[src/rtl/muldiv_pkg.sv]
`default_nettype none
// ============================================================================
// Module      : muldiv_pkg
// Description : Shared encodings and defaults for the iterative mul/div unit.
// Revision    : 1.0 - initial release
// ============================================================================
package muldiv_pkg;

    localparam int unsigned c_DEFAULT_WIDTH = 32;
    localparam int unsigned c_DEFAULT_CNT_W = 6;

    typedef enum logic [1:0] {
        OP_MULTU = 2'b00,
        OP_DIVU  = 2'b01,
        OP_MULT  = 2'b10,
        OP_DIV   = 2'b11
    } op_e;

    typedef enum logic [1:0] {
        ST_IDLE = 2'd0,
        ST_RUN  = 2'd1,
        ST_DONE = 2'd2
    } state_e;

endpackage : muldiv_pkg
`default_nettype wire

[src/rtl/muldiv_step.sv]
`default_nettype none
// ============================================================================
// Module      : muldiv_step
// Description : One radix-2 iteration: shift-add multiply or restoring
//               shift-subtract divide on the {acc, q} register pair.
// Revision    : 1.0 - initial release
// ============================================================================
module muldiv_step #(
    parameter int unsigned WIDTH = 32
) (
    input  logic             div,
    input  logic [WIDTH-1:0] acc,
    input  logic [WIDTH-1:0] q,
    input  logic [WIDTH-1:0] m,
    output logic [WIDTH-1:0] acc_nxt,
    output logic [WIDTH-1:0] q_nxt
);

    logic [WIDTH:0] w_sum;
    logic [WIDTH:0] w_shift;
    logic [WIDTH:0] w_diff;

    always_comb begin
        w_sum   = {1'b0, acc} + (q[0] ? {1'b0, m} : '0);
        w_shift = {acc, q[WIDTH-1]};
        w_diff  = w_shift - {1'b0, m};
        if (div) begin
            // A borrow out of the (WIDTH+1)-bit subtract means divisor did not fit
            if (w_diff[WIDTH]) begin
                acc_nxt = w_shift[WIDTH-1:0];
                q_nxt   = {q[WIDTH-2:0], 1'b0};
            end else begin
                acc_nxt = w_diff[WIDTH-1:0];
                q_nxt   = {q[WIDTH-2:0], 1'b1};
            end
        end else begin
            acc_nxt = w_sum[WIDTH:1];
            q_nxt   = {w_sum[0], q[WIDTH-1:1]};
        end
    end

endmodule : muldiv_step
`default_nettype wire

[src/rtl/muldiv_unit.sv]
`default_nettype none
// ============================================================================
// Module      : muldiv_unit
// Description : Multicycle HI/LO multiply/divide unit with busy/done stall
//               handshake. Signed MULT/DIV enabled by MULDIV_SIGNED_EN.
// Revision    : 1.0 - initial release
// ============================================================================
module muldiv_unit
    import muldiv_pkg::*;
#(
    parameter int unsigned WIDTH = c_DEFAULT_WIDTH,
    parameter int unsigned CNT_W = c_DEFAULT_CNT_W
) (
    input  logic             clk,
    input  logic             rst,
    input  logic             start,
    input  logic [1:0]       op,
    input  logic [WIDTH-1:0] a,
    input  logic [WIDTH-1:0] b,
    input  logic             mthi,
    input  logic             mtlo,
    output logic [WIDTH-1:0] hi,
    output logic [WIDTH-1:0] lo,
    output logic             busy,
    output logic             done
);

    state_e           r_state;
    state_e           w_state_nxt;
    logic [CNT_W-1:0] r_cnt;
    logic [WIDTH-1:0] r_acc;
    logic [WIDTH-1:0] r_q;
    logic [WIDTH-1:0] r_m;
    logic             r_div;
    logic [WIDTH-1:0] r_hi;
    logic [WIDTH-1:0] r_lo;

    logic             w_is_div;
    logic             w_div_zero;
    logic             w_last;
    logic [WIDTH-1:0] w_mag_a;
    logic [WIDTH-1:0] w_mag_b;
    logic [WIDTH-1:0] w_acc_nxt;
    logic [WIDTH-1:0] w_q_nxt;
    logic [WIDTH-1:0] w_hi_res;
    logic [WIDTH-1:0] w_lo_res;

`ifdef MULDIV_SIGNED_EN
    logic               r_neg_q;
    logic               r_neg_r;
    logic               w_is_signed;
    logic               w_neg_q_nxt;
    logic               w_neg_r_nxt;
    logic [2*WIDTH-1:0] w_prod;
    logic [2*WIDTH-1:0] w_prod_s;
`endif

    assign w_is_div   = (op == OP_DIVU) || (op == OP_DIV);
    assign w_div_zero = w_is_div && (b == '0);
    assign w_last     = (r_cnt == CNT_W'(WIDTH - 1));

    muldiv_step #(
        .WIDTH (WIDTH)
    ) u_step (
        .div     (r_div),
        .acc     (r_acc),
        .q       (r_q),
        .m       (r_m),
        .acc_nxt (w_acc_nxt),
        .q_nxt   (w_q_nxt)
    );

    // Operand magnitudes on the way in, sign fixup on the final step result
    always_comb begin
        w_mag_a  = a;
        w_mag_b  = b;
        w_hi_res = w_acc_nxt;
        w_lo_res = w_q_nxt;
`ifdef MULDIV_SIGNED_EN
        w_is_signed = (op == OP_MULT) || (op == OP_DIV);
        w_neg_q_nxt = w_is_signed && (a[WIDTH-1] ^ b[WIDTH-1]);
        w_neg_r_nxt = w_is_signed && a[WIDTH-1];
        if (w_is_signed && a[WIDTH-1]) w_mag_a = -a;
        if (w_is_signed && b[WIDTH-1]) w_mag_b = -b;
        w_prod   = {w_acc_nxt, w_q_nxt};
        w_prod_s = r_neg_q ? -w_prod : w_prod;
        if (r_div) begin
            w_hi_res = r_neg_r ? -w_acc_nxt : w_acc_nxt;
            w_lo_res = r_neg_q ? -w_q_nxt   : w_q_nxt;
        end else begin
            w_hi_res = w_prod_s[2*WIDTH-1:WIDTH];
            w_lo_res = w_prod_s[WIDTH-1:0];
        end
`endif
    end

    always_comb begin
        w_state_nxt = r_state;
        case (r_state)
            ST_IDLE: if (start) w_state_nxt = w_div_zero ? ST_DONE : ST_RUN;
            ST_RUN:  if (w_last) w_state_nxt = ST_DONE;
            ST_DONE: w_state_nxt = ST_IDLE;
            default: w_state_nxt = ST_IDLE;
        endcase
    end

    always_ff @(posedge clk) begin
        if (rst) begin
            r_state <= ST_IDLE;
            r_cnt   <= '0;
            r_acc   <= '0;
            r_q     <= '0;
            r_m     <= '0;
            r_div   <= 1'b0;
            r_hi    <= '0;
            r_lo    <= '0;
`ifdef MULDIV_SIGNED_EN
            r_neg_q <= 1'b0;
            r_neg_r <= 1'b0;
`endif
        end else begin
            r_state <= w_state_nxt;
            case (r_state)
                ST_IDLE: begin
                    if (start) begin
                        r_div <= w_is_div;
                        r_cnt <= '0;
                        r_acc <= '0;
                        r_q   <= w_is_div ? w_mag_a : w_mag_b;
                        r_m   <= w_is_div ? w_mag_b : w_mag_a;
`ifdef MULDIV_SIGNED_EN
                        r_neg_q <= w_neg_q_nxt;
                        r_neg_r <= w_neg_r_nxt;
`endif
                        if (w_div_zero) begin
                            r_hi <= a;
                            r_lo <= '1;
                        end
                    end else begin
                        if (mthi) r_hi <= a;
                        if (mtlo) r_lo <= a;
                    end
                end
                ST_RUN: begin
                    r_acc <= w_acc_nxt;
                    r_q   <= w_q_nxt;
                    r_cnt <= r_cnt + CNT_W'(1);
                    if (w_last) begin
                        r_hi <= w_hi_res;
                        r_lo <= w_lo_res;
                    end
                end
                default: ;
            endcase
        end
    end

    assign hi   = r_hi;
    assign lo   = r_lo;
    assign busy = (r_state != ST_IDLE);
    assign done = (r_state == ST_DONE);

endmodule : muldiv_unit
`default_nettype wire

[config.mk]
export PLATFORM = sky130hd
export DESIGN_NAME = muldiv_unit
export DESIGN_NICKNAME = d
export VERILOG_FILES = /design/src/rtl/muldiv_pkg.sv /design/src/rtl/muldiv_step.sv /design/src/rtl/muldiv_unit.sv
export SDC_FILE = /design/constraint.sdc
export NUM_CORES = 1
export LEC_CHECK = 0
export ABC_AREA = 1
export CORE_ASPECT_RATIO = 1.4
export CORE_MARGIN = 3
export CORE_UTILIZATION = 30
export CTS_BUF_LIST = sky130_fd_sc_hd__clkbuf_8
export DETAILED_ROUTE_END_ITERATION = 10
export PLACE_DENSITY = 0.52
export SLEW_MARGIN = 15
export SYNTH_ARGS = -nofsm -noshare
export SYNTH_HDL_FRONTEND = slang
export SYNTH_HIERARCHICAL = 1
export SYNTH_SLANG_ARGS = --single-unit
export TNS_END_PERCENT = 20
[constraint.sdc]
create_clock -name clk -period 6.9 [get_ports clk]
set_clock_uncertainty 0.2 [all_clocks]
set_input_delay 0.69 -clock clk [delete_from_list [all_inputs] [get_ports clk]]
set_output_delay 0.69 -clock clk [all_outputs]
set_load 0.02 [all_outputs]
==> impl_summary.md <==
Run status
The flow ran to the end, and the final reports show no timing, DRC or antenna violations.

Synth
The number of synthesized flops with an enable pin is 0. The synthesized netlist occupies a cell area of 14,300 µm². The post-synthesis mux area share is 0. The biggest area contributor in the post-synthesis netlist is sky130_fd_sc_hd__dfxtp_1.

In the synthesized netlist, the number of instances is 2,499. The post-synthesis share of cell area spent on and, or, nand and nor gates is 0.392. A synthesized cell averages 5.74 µm². After synthesis, the largest family of logic cells by area is simple AND/OR/NAND/NOR gates. Yosys attributes the largest share of cell area to sky130_fd_sc_hd__dfxtp_1, sky130_fd_sc_hd__nand2_1, sky130_fd_sc_hd__inv_1, sky130_fd_sc_hd__nand3_1, sky130_fd_sc_hd__nor2_1.

The post-synthesis compound-gate area fraction was 0.172. Yosys printed 6 warnings. The share of synthesized flip-flops with an asynchronous set or reset is 0. In the synthesized netlist, the cells that appear most often are sky130_fd_sc_hd__nand2_1, sky130_fd_sc_hd__inv_1, sky130_fd_sc_hd__nor2_1.

When the netlist entered floorplanning its net count stood at 2,637. Of the total synthesized cell area, the portion taken by full adders, half adders and majority gates is 0.0595. In this run, distinct cell masters in the synthesized netlist total 46.

The flip-flop and latch count after synthesis is 169. The part of the Yosys area used for sequential elements is 0.236. The post-synthesis xor/xnor area fraction is 0.00916. Yosys instantiated no cell more often than sky130_fd_sc_hd__nand2_1. Of the post-synthesis cell area, the dominant cell type holds 0.236.

In the synthesized netlist the dominant register cell turns out to be sky130_fd_sc_hd__dfxtp_1.

Clocking
The cts-stage hold buffer count is 0. After clock tree synthesis, the repair step resized 0 gates. The maximum count of clock buffers along a single path is 2. The clock-pin slew on the worst setup and hold paths is 0.10 ns. The H-tree depth is 4.

The CTS tree is yes. The setup fix buffers added after clock tree synthesis is 0. The tree is rooted in a sky130_fd_sc_hd__clkbuf_8.

The insertion delay of the later-clocked pin in the worst-skew pair is 0.50 ns. The clock sink total is 169. The number of buffers inserted during clock tree synthesis is 17.

Timing
The worst slew margin relative to its limit is 0.312. The max-slew violation count is 0. After routing, the total negative slack on setup checks comes to 0 ns.

The achievable frequency is 251 MHz. The final-report hold violation count is 0. The smallest setup slack after layout is 2.92 ns.

Setup violations remaining at the end of the flow were counted as 0. The clock period minus final worst setup slack is 3.98 ns. Setup repair after global routing left no endpoint under its margin. Of the available clock period, the critical path in the final layout requires 0.577. For the pin with the worst max-slew slack, the measured transition is 1.03 ns.

Critical path
The number of logic stages on the critical path including buffering is 20. The length in cells of the worst reg-to-reg path is 20. The worst setup path is captured at a register.

Of all nets on the critical path, the largest fanout is 15. The worst setup path is launched from a register. Setup slack on the worst reg-to-reg path comes out at 2.92 ns. The endpoint identified for the worst register-to-register timing path is hi[25].

For the worst setup path, the data required time is 7.13 ns. The slowest stage cell on the critical path is sky130_fd_sc_hd__dfxtp_1. The dominant cell type by count on the critical path is sky130_fd_sc_hd__nand2_1.

The critical path's top delay family is simple AND/OR/NAND/NOR gates. The critical path goes through nand2_1 > inv_1 > ha_1 > fa_1 > nand2_1 > nand2_1 > o21ai_0 > o21ai_0 > nand2_1 > nand2_1 > nand2_1 > nand3_1 > nand3_1 > nand2_1 > nand2_1 > nand2_1 > inv_1 > nand3_1 > nand2_1 > nor2_1. The largest single stage delay on the critical path is 0.72 ns. The start of the worst register-to-register path is r_q[0]. The setup path with the least slack is of type register to register. The most critical setup path has its endpoint at hi[25].

The critical path data arrival time is 4.21 ns. The startpoint of the most critical setup path is r_q[0]. Together, buffers and inverters on the worst path number 2.

Route
The via count is 15,875. In the final routed layout, each cell accounts on average for 17.5 µm. The post-route antenna net violation count is 0. The initial DRC count is 1,196. The post-detailed-route via-to-cell ratio is 4.98.

The number of iterations in the first detailed-routing pass is 5. For this block, the routed nets add up to 55,800 µm of wire. The number of design rule violations left after detail routing is 0.

Global route
The first-pass GRT wire length is 85,700 µm. The initial antenna violation count came to 1. The global-route congestion overflow total is 0. The number of global-route vias before repair is 15,135. Entering global routing, the biggest net connects 80 pins.

For this run, the total global-route usage over all layers was measured as 0.217.

Die
In this run the standard cell core region covers 47,200 µm². The die covers 50,500 µm². Row generation in the floorplan step produced 94 rows. The die span in x is 191 µm. The die extent in y is 265 µm.

In this run the count of I/O pins placed on the die edge is 137. The initial utilization of the core area, before any placement, comes to 0.304.

Final layout
Of the cells placed in the final design, the portion with a size suffix greater than 1 is 0.0444. At the end of the flow, the number of nets in the layout was 2,690. After routing the design area is 16,400 µm².

The area growth from synthesis to layout is 14.6%.

Placed design
The detailed placement HPWL is 43,700 µm. The total of buffers placed on input and output ports is 135. The standard cell area after detailed placement is 16,000 µm². The setup slack after placement is 3.01 ns. The final weighted congestion of routability-driven global placement is 0.940.

Power
The internal power of the cells totals 1.75 mW. The sequential share of power is 0.389. The total power density per cell area is 180 nW/µm².

The switching portion of total power is 0.409. The largest voltage drop on the vdd net is 154 µV. The net switching power is 1.21 mW. The combinational power share is 0.356. The analysis attributes to cell leakage a power of 8.09 nW. Of the total power, the clock network draws 0.255.

Hold path
The worst hold path belongs to the class register to register.

Run
The tool flagged a number of max-cap violations equal to 0.
## cell usage in the layout (no fill, tap or decap), drive strengths merged, types with 6 or more instances in the layout
| master | n |
|---|---|
| a21oi | 169 |
| a31oi | 64 |
| and2 | 6 |
| buf | 19 |
| clkbuf | 18 |
| clkdlybuf4s50 | 133 |
| dfxtp | 169 |
| ha | 65 |
| inv | 358 |
| nand2 | 822 |
| nand3 | 206 |
| nand3b | 16 |
| nand4 | 15 |
| nor2 | 239 |
| nor3 | 13 |
| o211ai | 19 |
| o21ai | 171 |
| o21bai | 10 |
| or2 | 9 |
| xnor2 | 9 |
| xor2 | 6 |
## state kept, by name (all words and copies together) (netlist names)
register,flops
hi,32
lo,32
r_acc,32
r_m,32
r_q,32
r_cnt,6
r_state,2
r_div,1
## routing by layer
layer,vias to the layer above,track usage,wire length (µm)
li1,8074,-,-
met1,7277,0.268,24000
met2,431,0.379,27200
met3,93,0.0225,2170
met4,0,0.0978,2480
met5,-,0,0
## tightest hold or removal path, cell delays in order, from the launching register on
cell                      delay, ns
sky130_fd_sc_hd__dfxtp_1       0.34
sky130_fd_sc_hd__a21oi_1       0.04
sky130_fd_sc_hd__nor2_1        0.09
## power by group through the flow
stage | clock (mW) | combinational, mW | sequential, mW
after floorplan | 0 | 0.641 | 1.21
after global placement | 0 | 1.05 | 1.17
after detailed placement | 0 | 1.05 | 1.17
after CTS | 0.781 | 1.06 | 1.15
after global routing | 0.811 | 1.17 | 1.16
final | 0.756 | 1.05 | 1.15
## worst min-delay path by stage
stage               startpoint  depth (start not counted)  slack, ns      end
CTS                      lo[7]                          2       0.30    lo[7]
floorplan              r_m[30]                          2       0.25  r_m[30]
global route            r_q[7]                          2       0.32   r_q[7]
detailed placement      lo[20]                          2       0.27   lo[20]
global placement         hi[6]                          2       0.27    hi[6]
finish                   lo[7]                          2       0.29    lo[7]
## logic make-up after synthesis
group / Yosys count
DFF: 169
adders and majority gates: 67
and+or+nand+nor: 1330
buffers and inverters: 471
xor gates and xnor gates: 15
AOI/OAI and AO/OA: 447
## area by class of cell
| cell class | count | area (µm²) |
|---|---|---|
| Sequential cell | 169 | 3380 |
| Inverter | 353 | 1330 |
| Fill cell | 5298 | 30700 |
| Clock inverter | 14 | 156 |
| Tap cell | 624 | 781 |
| Multi-Input combinational cell | 1859 | 9070 |
| Timing Repair Buffer | 152 | 1470 |
| Clock buffer | 18 | 248 |
| Antenna cell | 1 | 2.50 |
## stage by stage
stage,hold slack [ns],std cells,util,power (mW)
after floorplan,0.253,2499,-,1.85
final,0.294,3190,0.349,2.96
after CTS,0.301,3189,0.349,2.99
after global routing,0.322,3190,0.349,3.14
after detailed placement,0.273,3157,0.340,2.22
after global placement,0.268,3157,0.340,2.22
Note: power is estimated with default switching activity, not from simulation.
